--- src/rtl/cis_dvp_capture.sv ---
// DVP camera capture front end: synchronizes the sensor pixel bus into the
// system clock domain, frames pixels with a small FSM, and hands them to the
// downstream consumer through a valid/ready FIFO with sof/sol tags.
//
// state   | meaning
// IDLE    | capture disabled, or waiting for vsync low after enable
// WAIT_VS | armed, waiting for the vsync rising edge of the next frame
// ACTIVE  | inside a frame, capturing pixels while hsync is high
module cis_dvp_capture #(
  parameter int DW         = 10,
  parameter int FIFO_DEPTH = 8,
  parameter int CNT_W      = 12
) (
  input  logic             wb_clk_i,
  input  logic             wb_rst_ni,
  input  logic             cis_pclk_i,
  input  logic             cis_vsync_i,
  input  logic             cis_hsync_i,
  input  logic [DW-1:0]    cis_d_i,
  input  logic             enable_i,
  input  logic             clr_i,
  output logic [DW-1:0]    pix_data_o,
  output logic             pix_sof_o,
  output logic             pix_sol_o,
  output logic             pix_valid_o,
  input  logic             pix_ready_i,
  output logic             frame_done_o,
  output logic [CNT_W-1:0] line_width_o,
  output logic [CNT_W-1:0] line_cnt_o,
  output logic             overflow_o,
  output logic             busy_o
);

  localparam int AW = $clog2(FIFO_DEPTH);
  localparam int EW = DW + 2;
  localparam logic [CNT_W-1:0] CNT_MAX  = '1;
  localparam logic [AW:0]      FULL_CNT = (AW+1)'(FIFO_DEPTH);

  typedef enum logic [1:0] {IDLE = 2'd0, WAIT_VS = 2'd1, ACTIVE = 2'd2} state_t;

  state_t           state, state_nx;
  logic [2:0]       pclk_sync;
  logic [1:0]       vs_sync, hs_sync;
  logic [DW-1:0]    d_meta, d_sync;
  logic             pclk_ev, vs, hs;
  logic             hs_prev, sof_pend;
  logic             frame_end, capture, hs_fall;
  logic [CNT_W-1:0] pix_cnt, line_cnt, line_cnt_inc;
  logic [EW-1:0]    mem [FIFO_DEPTH];
  logic [EW-1:0]    head;
  logic [AW-1:0]    wr_ptr, rd_ptr;
  logic [AW:0]      count;
  logic             full, push, pop, drop;

  assign pclk_ev = pclk_sync[1] & ~pclk_sync[2];
  assign vs      = vs_sync[1];
  assign hs      = hs_sync[1];

  // Two-flop synchronizers on all sensor inputs; pclk gets a third stage for edge detect.
  always_ff @(posedge wb_clk_i or negedge wb_rst_ni) begin
    if (!wb_rst_ni) begin
      pclk_sync <= '0;
      vs_sync   <= '0;
      hs_sync   <= '0;
      d_meta    <= '0;
      d_sync    <= '0;
    end else begin
      pclk_sync <= {pclk_sync[1:0], cis_pclk_i};
      vs_sync   <= {vs_sync[0], cis_vsync_i};
      hs_sync   <= {hs_sync[0], cis_hsync_i};
      d_meta    <= cis_d_i;
      d_sync    <= d_meta;
    end
  end

  // FSM state register.
  always_ff @(posedge wb_clk_i or negedge wb_rst_ni) begin
    if (!wb_rst_ni) state <= IDLE;
    else            state <= state_nx;
  end

  // FSM next state; dropping enable wins over every other transition.
  always_comb begin
    state_nx = state;
    if (!enable_i) begin
      state_nx = IDLE;
    end else begin
      case (state)
        IDLE:    if (!vs) state_nx = WAIT_VS;
        WAIT_VS: if (pclk_ev && vs) state_nx = ACTIVE;
        ACTIVE:  if (pclk_ev && !vs) state_nx = WAIT_VS;
        default: state_nx = IDLE;
      endcase
    end
  end

  // FSM outputs: per-event strobes used by the datapath.
  always_comb begin
    busy_o    = (state == ACTIVE);
    frame_end = (state == ACTIVE) && enable_i && pclk_ev && !vs;
    capture   = (state == ACTIVE) && pclk_ev && hs;
    hs_fall   = (state == ACTIVE) && pclk_ev && hs_prev && !hs;
  end

  // Previous sampled hsync (for sol / line end) and pending start-of-frame tag.
  always_ff @(posedge wb_clk_i or negedge wb_rst_ni) begin
    if (!wb_rst_ni) begin
      hs_prev  <= 1'b0;
      sof_pend <= 1'b0;
    end else begin
      if (pclk_ev) hs_prev <= hs;
      if (state != ACTIVE) sof_pend <= 1'b1;
      else if (capture)    sof_pend <= 1'b0;
    end
  end

  // A line that ends on the same event as the frame still has to be counted.
  assign line_cnt_inc = (hs_fall && line_cnt != CNT_MAX) ? line_cnt + CNT_W'(1) : line_cnt;

  // Saturating pixel/line counters and their snapshot registers.
  always_ff @(posedge wb_clk_i or negedge wb_rst_ni) begin
    if (!wb_rst_ni) begin
      pix_cnt      <= '0;
      line_cnt     <= '0;
      line_width_o <= '0;
      line_cnt_o   <= '0;
      frame_done_o <= 1'b0;
    end else begin
      frame_done_o <= frame_end;
      if (state != ACTIVE) begin
        pix_cnt  <= '0;
        line_cnt <= '0;
      end else begin
        if (hs_fall) begin
          line_width_o <= pix_cnt;
          pix_cnt      <= '0;
        end else if (capture && pix_cnt != CNT_MAX) begin
          pix_cnt <= pix_cnt + CNT_W'(1);
        end
        if (frame_end) begin
          line_cnt_o <= line_cnt_inc;
          line_cnt   <= '0;
        end else begin
          line_cnt <= line_cnt_inc;
        end
      end
    end
  end

  assign full        = (count == FULL_CNT);
  assign pix_valid_o = (count != '0);
  assign pop         = pix_valid_o & pix_ready_i;
  assign push        = capture & (~full | pop);
  assign drop        = capture & ~push;

  // FIFO storage: {sof, sol, data}.
  always_ff @(posedge wb_clk_i) begin
    if (push) mem[wr_ptr] <= {sof_pend, ~hs_prev, d_sync};
  end

  // FIFO pointers and occupancy.
  always_ff @(posedge wb_clk_i or negedge wb_rst_ni) begin
    if (!wb_rst_ni) begin
      wr_ptr <= '0;
      rd_ptr <= '0;
      count  <= '0;
    end else begin
      if (push) wr_ptr <= wr_ptr + AW'(1);
      if (pop)  rd_ptr <= rd_ptr + AW'(1);
      if (push && !pop)      count <= count + (AW+1)'(1);
      else if (pop && !push) count <= count - (AW+1)'(1);
    end
  end

  // Sticky overflow; a drop in the clearing cycle keeps it set.
  always_ff @(posedge wb_clk_i or negedge wb_rst_ni) begin
    if (!wb_rst_ni)  overflow_o <= 1'b0;
    else if (drop)   overflow_o <= 1'b1;
    else if (clr_i)  overflow_o <= 1'b0;
  end

  // Head is forced to zero when empty so stale entries never show.
  assign head = mem[rd_ptr];
  assign {pix_sof_o, pix_sol_o, pix_data_o} = pix_valid_o ? head : '0;

endmodule

--- config.mk ---
export PLATFORM = sky130hd
export DESIGN_NAME = cis_dvp_capture
export DESIGN_NICKNAME = d
export VERILOG_FILES = /design/src/rtl/cis_dvp_capture.sv
export SDC_FILE = /design/constraint.sdc
export NUM_CORES = 1
export LEC_CHECK = 0
export BUFFER_PORTS_ARGS = -buffer_cell sky130_fd_sc_hd__buf_2
export CORE_MARGIN = 3
export CORE_UTILIZATION = 25
export CTS_CLUSTER_DIAMETER = 50
export DETAILED_ROUTE_END_ITERATION = 7
export PLACE_DENSITY = 0.48
export SYNTH_ARGS = -nofsm -noshare
export SYNTH_HDL_FRONTEND = slang
export SYNTH_SLANG_ARGS = --single-unit
--- constraint.sdc ---
create_clock -name wb_clk_i -period 2.9 [get_ports wb_clk_i]
set_input_delay 0.435 -clock wb_clk_i [delete_from_list [all_inputs] [get_ports wb_clk_i]]
set_output_delay 0.435 -clock wb_clk_i [all_outputs]
set_load 0.02 [all_outputs]
==> results of run 1 <==
cell type report:
class	count	share of cell area, %
clock inverter	13	1.96
multi-input combinational	298	24.6
sequential	187	57.5
clock buffer	19	4.82
inverter	13	0.543
timing repair buffer	78	5.24
tap	384	5.35
power by group:
group	switching (mW)	internal, mW
Clock	1.08	1.32
Sequential	0.147	2.87
Combinational	0.738	0.661
synthesized netlist by cell type (4+ instances only):
cell type	n	share of area [%]
a21oi_1	17	1.1
a31oi_1	5	0.42
buf_2	5	0.33
clkbuf_1	10	0.50
dfrtp_1	91	30
edfxtp_1	96	38
ha_1	7	1.2
inv_1	11	0.55
mux2_2	4	0.60
mux2i_1	19	2.5
mux4_2	24	7.2
nand2_1	57	2.9
nand2b_1	6	0.50
nand3_1	12	0.80
nand3b_1	4	0.40
nand4_1	6	0.50
nor2_1	34	1.7
nor3_1	14	0.93
nor4_1	7	0.58
o21ai_0	24	1.6
o31ai_1	7	0.70
or3_1	6	0.50
or3_2	4	0.40
xnor2_1	6	0.70
per-stage QoR:
step	utilization, %	cells	setup WS, ns
CTS	30.9	992	0.287
global placement	28.8	960	0.582
finish	30.9	992	0.331
detailed placement	28.8	960	0.413
global route	30.9	992	0.181
floorplan	-	516	0.177
kinds of logic after synthesis:
family / Yosys count
flip-flops: 187
multiplexers: 47
XOR/XNOR: 7
buffers and inverters: 31
adder cells (fa/ha/maj): 8
AND/OR/NAND/NOR: 173
AO/OA/AOI/OAI: 63
state kept, by name, summed over array words and instances (netlist names):
signal and cells:
pix_cnt 12, sof_pend 1, hs_sync 2, hs_prev 1, line_width_o 12, pclk_sync 3, mem 96, rd_ptr 3
count 4, vs_sync 2, overflow_o 1, line_cnt 12, frame_done_o 1, d_meta 10, state 2, d_sync 10
wr_ptr 3, line_cnt_o 12
worst paths after layout:
| check | cells after the start | slack, ns | endpoint |
|---|---|---|---|
| min in group wb_clk_i | 1 | 0.11 | d_meta[4] |
| max in group asynchronous | 2 | 2.24 | rd_ptr[2] |
| setup reg to reg | 10 | 0.39 | count[3] |
| hold / removal | 1 | -0.01 | line_width_o[9] |
| hold reg to reg | 0 | 0.35 | d_sync[2] |
| setup / recovery | 5 | 0.33 | pix_data_o[6] |
per-layer routing:
layer | track usage [%] | share of wire [%] | vias to the layer above
met5 | 0 | 0 | -
met3 | 2.39 | 4.0 | 20
met2 | 18.1 | 50 | 106
met1 | 14.0 | 45 | 2323
met4 | 3.64 | 1.4 | 0
li1 | - | - | 2107
==> metrics.txt, run 1 <==
Power Total=roughly 6.8 mW; xor-xnor portion of the synthesized cell area=less than 1%; Worst-Margin Slew=roughly 0.9 ns; fmax=approximately 390 MHz; Post-Synth Simple-Gate Area=a little under an eighth; most common flop cell mapped by yosys=edfxtp_1; core area=slightly below 30,000 sq um; FFs w/ async S/R, synth=48.7%; total track usage=a little over a tenth; Site Rows=slightly above 60; first-pass GRT wire length=26,400 um; endpoints failing setup=0; Worst setup SP type=register; pwr/cell area=759 nW/um^2; DR pass1 iterations=4; GR Overflow Total=0; worst hold margin=-0.0143 ns; r2r startpoint=count[1]; CTS Buf Count=17; Die Y-Extent=about 180 um; most frequent cells in the layout=96 x edfxtp_1, 91 x dfrtp_1, 57 x nand2_1, 56 x buf_2, 34 x nor2_1; Mapped Area=approximately 7500 sq um; CP required=2.47 ns; CP max stage delay=between 0.5 and 0.6 ns; Max clock buf depth=2; Placed Area=about 8400 sq um; Tmin final=2.57 ns; leading cell type in the layout, fill and taps excluded=edfxtp_1; Root Driver=clkbuf_16; Worst Path Arrival=2.13 ns; slowest CP cell=mux4_2; number of global-route vias before repair=4,794; diode count=0; Post-CTS Setup Inserts=0; Slew Limit Fails=0; Gate Count Post-Synth=slightly above 500; sequential share of the synthesized area=between 60 and 70%; Area Overhead vs Synth=19.8%; number of unique standard cell types used by synthesis=53; initial DRC count=225; mux cell area share after synthesis=roughly a tenth; crit path kind=register to output port; Routed Antenna Nets=0; die area=between 30,000 and 40,000 sq um; Seq cells post-synth=around 190; crit-path leading delay family=multiplexers; final instance area=approximately 9000 sq um; RSZ-0062 raised after global routing=false; crit path from=rd_ptr[0]; WL final=approximately 17,000 um; register area=a little over 5000 sq um; initial antenna violation count=0; area of the multi-input gates=2210 sq um; Final Hold Fails=28; crit-path cells=buf_12 > mux4_2 > mux2i_1 > nor2_1 > buf_2; Die Wd=around 180 um; Final Cycle Share=88.6%; largest family of logic cells by synthesized area=simple AND/OR/NAND/NOR gates; GP Congestion=~0.85; Reg clk slew, reported paths=0.07 ns; Initial Util=25.8%; status=finished with violations; post-synthesis adder-cell area fraction=approximately 1.4%; relative slew slack=a little under two fifths; CTS tree=done; via count=4,556; worst min path class=input port to async pin; EDFF count, synth=96; Avg Inst Size Synth=approximately 15 sq um; CTS Hold Bufs=0; DR WL/cell=about 17 um; syn nets=around 540; maximum number of pins on one net before global-route repair=55; Max Cap Violations=0; Post-CTS Resized=0; Buf/Inv on CP=2; maximum fanout along the worst path=23; Clock Latency Late Sink=between 0.4 and 0.5 ns; worst vdd ir=slightly below 0.4 mV; H-tree lvl count=4; Worst Setup End Kind=output port; drt via density=4.59; Ports=slightly below 60; failing checks=hold timing; Leakage=roughly 3.4 nW; IO Port Bufs=57; CTS sink count=187; synth warn=0; Final Net Count=about 620; Synth Area in Compound Gates=around 5.0%; fillers=2,910; layout cells sized above 1=between 20% and 30%; HPWL after detailed placement=around 11,000 um; total negative slack=0 ns; # DRC=0; Final Skew=0.0126 ns
Power figures use the tool's default switching activity.
==> run 2, diff against run 1 <==
--- a/config.mk
+++ b/config.mk
@@ -7,10 +7,11 @@
 export LEC_CHECK = 0
 export BUFFER_PORTS_ARGS = -buffer_cell sky130_fd_sc_hd__buf_2
 export CORE_MARGIN = 3
-export CORE_UTILIZATION = 25
+export CORE_UTILIZATION = 35
+export CTS_BUF_LIST = sky130_fd_sc_hd__clkbuf_2
 export CTS_CLUSTER_DIAMETER = 50
 export DETAILED_ROUTE_END_ITERATION = 7
-export PLACE_DENSITY = 0.48
+export PLACE_DENSITY = 0.6
 export SYNTH_ARGS = -nofsm -noshare
 export SYNTH_HDL_FRONTEND = slang
 export SYNTH_SLANG_ARGS = --single-unit
==> run 2 against run 1 <==
Compared with the run above: the flow now finishes without violations; first-iteration DRC count increased by 12%; register-to-register slack gained 0.02 ns; clock skew grew 0.028 ns; clock power fell by 47%; die area fell by 28%; sequential cell count unchanged; non-clock buffer count increased by 19; count of clock-buffer cells in the layout unchanged; global-route usage up 2.8 points; critical path type unchanged.
==> metrics.txt, run 2 (same netlist as run 1, synthesis figures left out) <==
status=complete, no violations; Root Driver=clkbuf_2; crit-path leading delay family=multiplexers; grt peak-use layer=met2; Final Net Count=640 (+3.1%); worst min path class=input port to async pin; crit-path cells=clkbuf_16 > mux4_2 > mux2i_1 > nor2_1 > buf_2; core area=20,600 sq um (-29%); Clock Latency Late Sink=0.73 ns (+0.30 ns); dpl ws=0.452 ns (+0.0395 ns); Ports=58 (unchanged); # DRC=0 (unchanged); Die Y-Extent=152 um (-15%); WL final=15,700 um (-4.6%); number of global-route vias before repair=4,801 (+0.15%); maximum number of pins on one net before global-route repair=73 (+33%); initial DRC count=253 (+12%); grt met1 use=17.7% (+3.7 points); Worst-Margin Slew=0.947 ns (+0.0215 ns); drt via density=5.13 (+12%); IO Port Bufs=57 (unchanged); CTS tree=done; die area=23,200 sq um (-28%); Worst Path Arrival=2.44 ns (+0.31 ns); initial antenna violation count=1 (+1); Routed Antenna Nets=0 (unchanged); slowest CP cell=dfrtp_2; layout cells sized above 1=24.1% (+0.23 points); pwr/cell area=672 nW/um^2 (-11%); GR Overflow Total=0 (unchanged); crit path kind=register to output port; via count=4,605 (+1.1%); Max Cap Violations=0 (unchanged); Leakage=3.34 nW (-2.1%); total track usage=13.7% (+2.8 points); M2 GR Usage=22.6% (+4.5 points); Tmin final=2.87 ns (+0.304 ns); CTS sink count=187 (unchanged); r2r startpoint=count[1]; CTS Buf Count=17 (unchanged); final design utilization=42.1% (+11 points); Final Hold Fails=0 (-100%); Die Wd=152 um (-15%); RSZ-0062 raised after global routing=true; max reg flops=96 (unchanged); CP max stage delay=0.54 ns (+0.02 ns); maximum fanout along the worst path=12 (-48%); met3 global-route usage=4.12% (+1.7 points); Slew Limit Fails=0 (unchanged); Worst Setup End Kind=output port; total negative slack=0 ns (unchanged); leading cell type in the layout, fill and taps excluded=edfxtp_1; relative slew slack=36.9% (-0.87 points); Worst setup SP type=register; Buf/Inv on CP=2 (unchanged); first-pass GRT wire length=25,400 um (-3.6%); worst vdd ir=0.333 mV (-16%); most frequent cells in the layout=96 x edfxtp_1, 90 x dfrtp_1, 57 x nand2_1, 54 x buf_2, 34 x nor2_1; endpoints failing setup=0 (unchanged); Reg clk slew, reported paths=0.27 ns (+0.20 ns); DR WL/cell=17.5 um (+5.3%); Final Skew=0.0403 ns (+0.0277 ns); Initial Util=36.4% (+11 points); setup ws final=0.0272 ns (-0.304 ns); Final Cycle Share=99.1% (+10 points); HPWL after detailed placement=9820 um (-8.5%); fillers=1,881 (-35%); Largest Register=mem; Reg2Reg Setup Slack=0.41 ns (+0.02 ns); fmax=348 MHz (-11%); CP required=2.47 ns (about the same); DR pass1 iterations=7 (+3); GP Congestion=0.899 (+5.7%); Site Rows=52 (-16%); Area Overhead vs Synth=15.8%; H-tree lvl count=4 (unchanged); crit path from=rd_ptr[0]; Max clock buf depth=2 (unchanged)
run 2: repair_timing:
action                                  4_1_cts  5_1_grt
resized for setup                             1        4
setup buffers                                 1        0
cloned                                        0        2
hold endpoints to repair                     89        0
endpoints found under the setup margin       12       12
hold buffers                                 17        0
run 2: stage by stage:
step | hold WS (ns) | cell area (sq um) | instances | total power [mW]
finish | 0.322 | 8680 | 898 | 5.83
global route | 0.196 | 8680 | 898 | 6.15
detailed placement | 0.335 | 8210 | 845 | 4.49
CTS | 0.231 | 8620 | 895 | 5.80
floorplan | 0.139 | 7500 | 516 | 4.04
global placement | 0.333 | 8210 | 845 | 4.45
run 2: routing by layer:
metal  vias up  share of wire [%]
met5         -                  0
met4         0               0.78
met3         9                5.0
met2       124                 50
met1      2342                 44
li1       2130                  -
run 2: cell type report:
class / count / area, sq um / area share [%]
Tap cell: 270 / 338 / 3.89
Multi-Input combinational cell: 298 / 2220 / 25.6
Sequential cell: 187 / 5160 / 59.5
Inverter: 13 / 48.8 / 0.562
Clock inverter: 13 / 131 / 1.51
Antenna cell: 1 / 2.50 / 0.0288
Clock buffer: 19 / 95.1 / 1.10
Timing Repair Buffer: 97 / 683 / 7.87
run 2: final timing paths:
kind                                   end  cells after the start
max                              pix_sol_o                      5
min                        line_width_o[9]                      2
max reg2reg                       count[3]                     10
min reg2reg                      d_sync[7]                      0
max in group asynchronous  line_width_o[5]                      3
min in group wb_clk_i            d_meta[6]                      2
run 2: report_power, final:
group / total, mW / switching [mW] / internal [mW] / leakage (nW)
clock network: 1.26 / 0.920 / 0.340 / 0.134
registers: 2.99 / 0.108 / 2.88 / 2.04
logic: 1.58 / 0.815 / 0.769 / 1.17
